--- src/rtl/shift_pkg.sv ---
// Shared types for the shift-command path: the command record that travels
// from producers through shift_cmd_fifo into barrel_shifter_8bit.
package shift_pkg;

    localparam int SHIFT_DATA_W = 8;
    localparam int SHIFT_AMT_W  = 3;

    typedef struct packed {
        logic [SHIFT_DATA_W-1:0] data;
        logic [SHIFT_AMT_W-1:0]  amt;
    } shift_cmd_t;

endpackage

--- src/rtl/shift_cmd_fifo_mem.sv ---
// Command storage: DEPTH entries, one synchronous write port and one
// asynchronous read port so the head can feed the shifter combinationally.
module shift_cmd_fifo_mem
    import shift_pkg::*;
#(
    parameter int DEPTH = 4,
    localparam int PTR_W = $clog2(DEPTH)
) (
    input  logic             clk,
    input  logic             we,
    input  logic [PTR_W-1:0] waddr,
    input  shift_cmd_t       wdata,
    input  logic [PTR_W-1:0] raddr,
    output shift_cmd_t       rdata
);

    // Contents are intentionally not reset; validity is tracked by the count.
    shift_cmd_t mem [DEPTH];

    // Write the accepted command into the slot at the write pointer.
    always_ff @(posedge clk) begin
        if (we) begin
            mem[waddr] <= wdata;
        end
    end

    assign rdata = mem[raddr];

endmodule

--- src/rtl/shift_cmd_fifo.sv ---
// First-word-fall-through command FIFO placed ahead of barrel_shifter_8bit.
// The head entry drives the shifter data/ctrl directly; in_ready depends only
// on registered state so there is no combinational path from out_ready.
module shift_cmd_fifo
    import shift_pkg::*;
#(
    parameter int DATA_W = SHIFT_DATA_W,
    parameter int AMT_W  = SHIFT_AMT_W,
    parameter int DEPTH  = 4,
    localparam int PTR_W = $clog2(DEPTH)
) (
    input  logic              clk,
    input  logic              rst,
    input  logic              in_valid,
    output logic              in_ready,
    input  logic [DATA_W-1:0] in_data,
    input  logic [AMT_W-1:0]  in_amt,
    output logic              out_valid,
    input  logic              out_ready,
    output logic [DATA_W-1:0] out_data,
    output logic [AMT_W-1:0]  out_ctrl,
    output logic [PTR_W:0]    count,
    output logic              ovf,
    input  logic              clr_ovf
);

    localparam logic [PTR_W:0] FULL_CNT = (PTR_W+1)'(DEPTH);

    logic [PTR_W-1:0] wr_ptr;
    logic [PTR_W-1:0] rd_ptr;
    logic [PTR_W:0]   cnt_q;
    logic             ovf_q;
    logic             push;
    logic             pop;
    shift_cmd_t       wr_cmd;
    shift_cmd_t       rd_cmd;

    // Full blocks new writes even when a pop happens the same cycle.
    assign in_ready  = !rst && (cnt_q != FULL_CNT);
    assign out_valid = (cnt_q != '0);
    assign push      = in_valid && in_ready;
    assign pop       = out_valid && out_ready;
    assign count     = cnt_q;
    assign ovf       = ovf_q;

    assign wr_cmd.data = in_data;
    assign wr_cmd.amt  = in_amt;

    shift_cmd_fifo_mem #(
        .DEPTH (DEPTH)
    ) u_mem (
        .clk   (clk),
        .we    (push),
        .waddr (wr_ptr),
        .wdata (wr_cmd),
        .raddr (rd_ptr),
        .rdata (rd_cmd)
    );

    // Head is only visible when valid and outside reset; stale slots read as zero.
    always_comb begin
        out_data = '0;
        out_ctrl = '0;
        if (out_valid && !rst) begin
            out_data = rd_cmd.data;
            out_ctrl = rd_cmd.amt;
        end
    end

    // Pointers wrap naturally at DEPTH; count tracks net push/pop.
    always_ff @(posedge clk) begin
        if (rst) begin
            wr_ptr <= '0;
            rd_ptr <= '0;
            cnt_q  <= '0;
        end else begin
            if (push) begin
                wr_ptr <= wr_ptr + PTR_W'(1);
            end
            if (pop) begin
                rd_ptr <= rd_ptr + PTR_W'(1);
            end
            if (push && !pop) begin
                cnt_q <= cnt_q + (PTR_W+1)'(1);
            end else if (pop && !push) begin
                cnt_q <= cnt_q - (PTR_W+1)'(1);
            end
        end
    end

    // Sticky overflow: a rejected write sets it, and setting beats clearing.
    always_ff @(posedge clk) begin
        if (rst) begin
            ovf_q <= 1'b0;
        end else if (in_valid && !in_ready) begin
            ovf_q <= 1'b1;
        end else if (clr_ovf) begin
            ovf_q <= 1'b0;
        end
    end

endmodule

--- config.mk ---
export PLATFORM = sky130hd
export DESIGN_NAME = shift_cmd_fifo
export DESIGN_NICKNAME = d
export VERILOG_FILES = /design/src/rtl/shift_pkg.sv /design/src/rtl/shift_cmd_fifo_mem.sv /design/src/rtl/shift_cmd_fifo.sv
export SDC_FILE = /design/constraint.sdc
export NUM_CORES = 1
export LEC_CHECK = 0
export ABC_AREA = 1
export CAP_MARGIN = 20
export CORE_AREA = 2 2 74 76
export CTS_CLUSTER_DIAMETER = 120
export DETAILED_ROUTE_END_ITERATION = 6
export DIE_AREA = 0 0 76 78
export GPL_TIMING_DRIVEN = 1
export PLACE_DENSITY = 0.78
export RECOVER_POWER = 50
export SLEW_MARGIN = 20
export SYNTH_ARGS = -nofsm -noshare
export SYNTH_HDL_FRONTEND = slang
export SYNTH_SLANG_ARGS = --single-unit
--- constraint.sdc ---
create_clock -name clk -period 1.8 [get_ports clk]
set_input_delay 0.27 -clock clk [delete_from_list [all_inputs] [get_ports clk]]
set_output_delay 0.27 -clock clk [all_outputs]
set_load 0.05 [all_outputs]
==> results.sh, run 1 <==
export IMPL_status="finished with violations"
export IMPL_violations="setup timing"
export IMPL_yosysUniqueCellTypes=21
export IMPL_finalClockSkew_ns=0.0191
export IMPL_syn_area_sq_mm=0.00225
export IMPL_synthAdderAreaFrac_pct=3.67
export IMPL_drive_above_1_share_pct=29.4
export IMPL_vias_per_cell=5.08
export IMPL_met2_length_mm=2.75
export IMPL_postSynthCellCount=206
export IMPL_timing_final_max_slew_violations=0
export IMPL_io_buffers=32
export IMPL_cts_hold_buffers=0
export IMPL_leakage_nw=1.22
export IMPL_rows=26
export IMPL_max_slew_worst_pin_slew_ns=0.499
export IMPL_wl_met3_um=188
export IMPL_fin_crit_ns=1.82
export IMPL_start_util_pct=44.6
export IMPL_utilization_pct=64.9
export IMPL_track_usage_pct=15.8
export IMPL_clk_pin_slew_worst_paths_ns=0.10
export IMPL_hold_viol=0
export IMPL_synth_commonest_cells="nor2_1, edfxtp_1, o21ai_0"
export IMPL_synthSimpleGateAreaFrac_pct=14.4
export IMPL_final_period_utilization_pct=101
export IMPL_cts_tree="yes"
export IMPL_dr_first_iter_drc_count=128
export IMPL_hold_path_depth=3
export IMPL_synth_xor_area_share_pct=0.390
export IMPL_synth_flop_cell="edfxtp_1"
export IMPL_antenna_found_initial=0
export IMPL_synth_seq_cells=54
export IMPL_synthMuxAreaShare_pct=0
export IMPL_setup_viol=1
export IMPL_die_y_um=78
export IMPL_io_pin_count=33
export IMPL_cts_buffers=5
export IMPL_gp_congestion=0.711
export IMPL_area_delta_synth_final_pct=45.7
export IMPL_pre_cts_slack_ns=-0.207
export IMPL_h_tree_depth=2
export IMPL_wl_met1_mm=2.14
export IMPL_ys_warn_count=0
export IMPL_dieArea_sq_mm=0.00593
export IMPL_grt_max_degree=19
export IMPL_firstDrtPassIters=4
export IMPL_cp_max_fo=4
export IMPL_synth_compound_area_share_pct=8.46
export IMPL_ant_nets=0
export IMPL_startpoint_type="flop"
export IMPL_fmax_mhz=550
export IMPL_tns_ns=-0.0178
export IMPL_worstSetupPathType="flop to flop"
export IMPL_final_area_sq_mm=0.00327
export IMPL_synth_area_leaders="edfxtp_1, nor2_1, dfxtp_1, o21ai_0, a21oi_1"
export IMPL_async_flop_share_pct=0
export IMPL_reg2regPathDepth=9
export IMPL_n_antenna_cell=0
export IMPL_nets=283
export IMPL_ir_worst_vdd_v=0.000970
export IMPL_clockRootBuffer="clkbuf_8"
export IMPL_avgSynthCellArea_sq_um=10.9
export IMPL_clockBufferDepth=2
export IMPL_dpl_hpwl_mm=3.06
export IMPL_totalPowerFinal_mw=4.98
export IMPL_grt_pass1_wl_mm=7.28
export IMPL_endpoint_kind="flop"
export IMPL_grt_pass1_vias=1623
export IMPL_ys_seq_area_share_pct=67.7
export IMPL_grt_overflow=0
export IMPL_layout_setup_ws_ns=-0.0178
export IMPL_wl_mm=5.25
export IMPL_clock_sinks=54
export IMPL_insertion_delay_ns=0.32
export IMPL_die_x_um=76
export IMPL_required_ns=2.00
export IMPL_routedWlPerCell_um=15.8
export IMPL_placed_cell_area_sq_mm=0.00295
export IMPL_synth_edf_count=44
export IMPL_drc=0
export IMPL_hp_class="primary input to flop"
export IMPL_via_count=1688
export IMPL_drv_cap=0
export IMPL_arrival_ns=2.02
export IMPL_synth_nets=228
export IMPL_rsz0062_at_grt="true"
export IMPL_relSlewSlack_pct=66.6
export IMPL_core_area_sq_mm=0.00504
export IMPL_synth_most_common_cell="nor2_1"
export IMPL_synth_top_family_by_area="simple AND/OR/NAND/NOR gates"
export IMPL_p_per_area_mw_per_mm2=1520
export IMPL_top_layer="met4"
export IMPL_synth_top_area_cell="edfxtp_1"
export IMPL_yosysTopAreaCellShare_pct=58.8
cell type report:
cell class              instances  area [sq um]
clock buffers                   5          68.8
clock inverters                 3          48.8
fillers                       363          1770
inverters                      19          75.1
multi-input cells             126           791
flip-flops and latches         54          1540
well taps                      70          87.6
repair buffers                 54           657
repair inverters                1          7.51
worst max-delay path, cell delays in order, from the launching register on:
cell     delay, ns
dfxtp_4       0.37
nor2_4        0.19
nand2_4       0.08
nand3_4       0.09
inv_1         0.08
ha_4          0.17
inv_2         0.08
fa_2          0.43
o21ai_1       0.17
nor2_1        0.06
path summary, 6_finish.rpt:
check                               from        to  slack [ns]
worst max-delay path            count[1]  count[1]       -0.02
worst min-delay path                 rst  count[0]        0.32
worst max register to register  count[1]  count[1]       -0.02
worst min register to register       ovf       ovf        0.49
timing repair:
| action | CTS | global route |
|---|---|---|
| buffers inserted | 0 | 5 |
| pin swaps | 0 | 3 |
| cloned | 0 | 2 |
| gates resized for setup | 12 | 35 |
| endpoints found under the setup margin | 7 | 14 |
flip-flops by register name, indices dropped and copies added, names as in the netlist, named ones only:
register	flops
count	3
ovf	1
rd_ptr	2
u_mem.mem	44
wr_ptr	2
per-stage QoR:
stage          std cells  hold slack, ns
3_3_place_gp         317           0.451
3_5_place_dp         317           0.459
6_report             332           0.319
5_1_grt              332           0.326
2_1_floorplan        206           0.333
4_1_cts              325           0.475
report_power, final:
| group | internal (mW) | switching, mW |
|---|---|---|
| combinational | 1.07 | 1.47 |
| clock | 0.424 | 0.419 |
| sequential | 1.49 | 0.105 |
| total | 2.98 | 2.00 |
routing by layer:
metal,vias up,track usage [%]
met3,15,2.56
li1,801,-
met5,-,0
met4,0,7.64
met1,822,17.8
met2,50,29.2
cells in the final DEF, fill, tap and decap left out, types with 2 or more instances in the layout:
master and instances:
o21ai_1 18, nor2_1 54, clkinvlp_4 3, nand2_1 13
inv_2 3, buf_12 14, a21oi_1 4, clkbuf_8 5
buf_4 19, dfxtp_4 4, o21ai_0 4, dfxtp_1 5
clkdlybuf4s50_1 5, edfxtp_1 44, inv_1 15, a21oi_4 10
ha_1 4, nand2_4 4, dlygate4sd3_1 12, nand2_2 2
nand3_1 4
kinds of logic after synthesis:
group                      after synthesis
adders and majority gates                6
buffers and inverters                   26
DFF                                     54
AOI/OAI and AO/OA                       38
and+or+nand+nor                         81
xor gates and xnor gates                 1
Power figures use the tool's default switching activity.
==> run 2: changes to the inputs <==
--- a/config.mk
+++ b/config.mk
@@ -11,10 +11,10 @@
 export CTS_CLUSTER_DIAMETER = 120
 export DETAILED_ROUTE_END_ITERATION = 6
 export DIE_AREA = 0 0 76 78
+export GPL_ROUTABILITY_DRIVEN = 0
 export GPL_TIMING_DRIVEN = 1
 export PLACE_DENSITY = 0.78
 export RECOVER_POWER = 50
-export SLEW_MARGIN = 20
 export SYNTH_ARGS = -nofsm -noshare
 export SYNTH_HDL_FRONTEND = slang
 export SYNTH_SLANG_ARGS = --single-unit
==> results of run 2 <==
No change in the layout: final DEF, timing and power equal those of run 1.
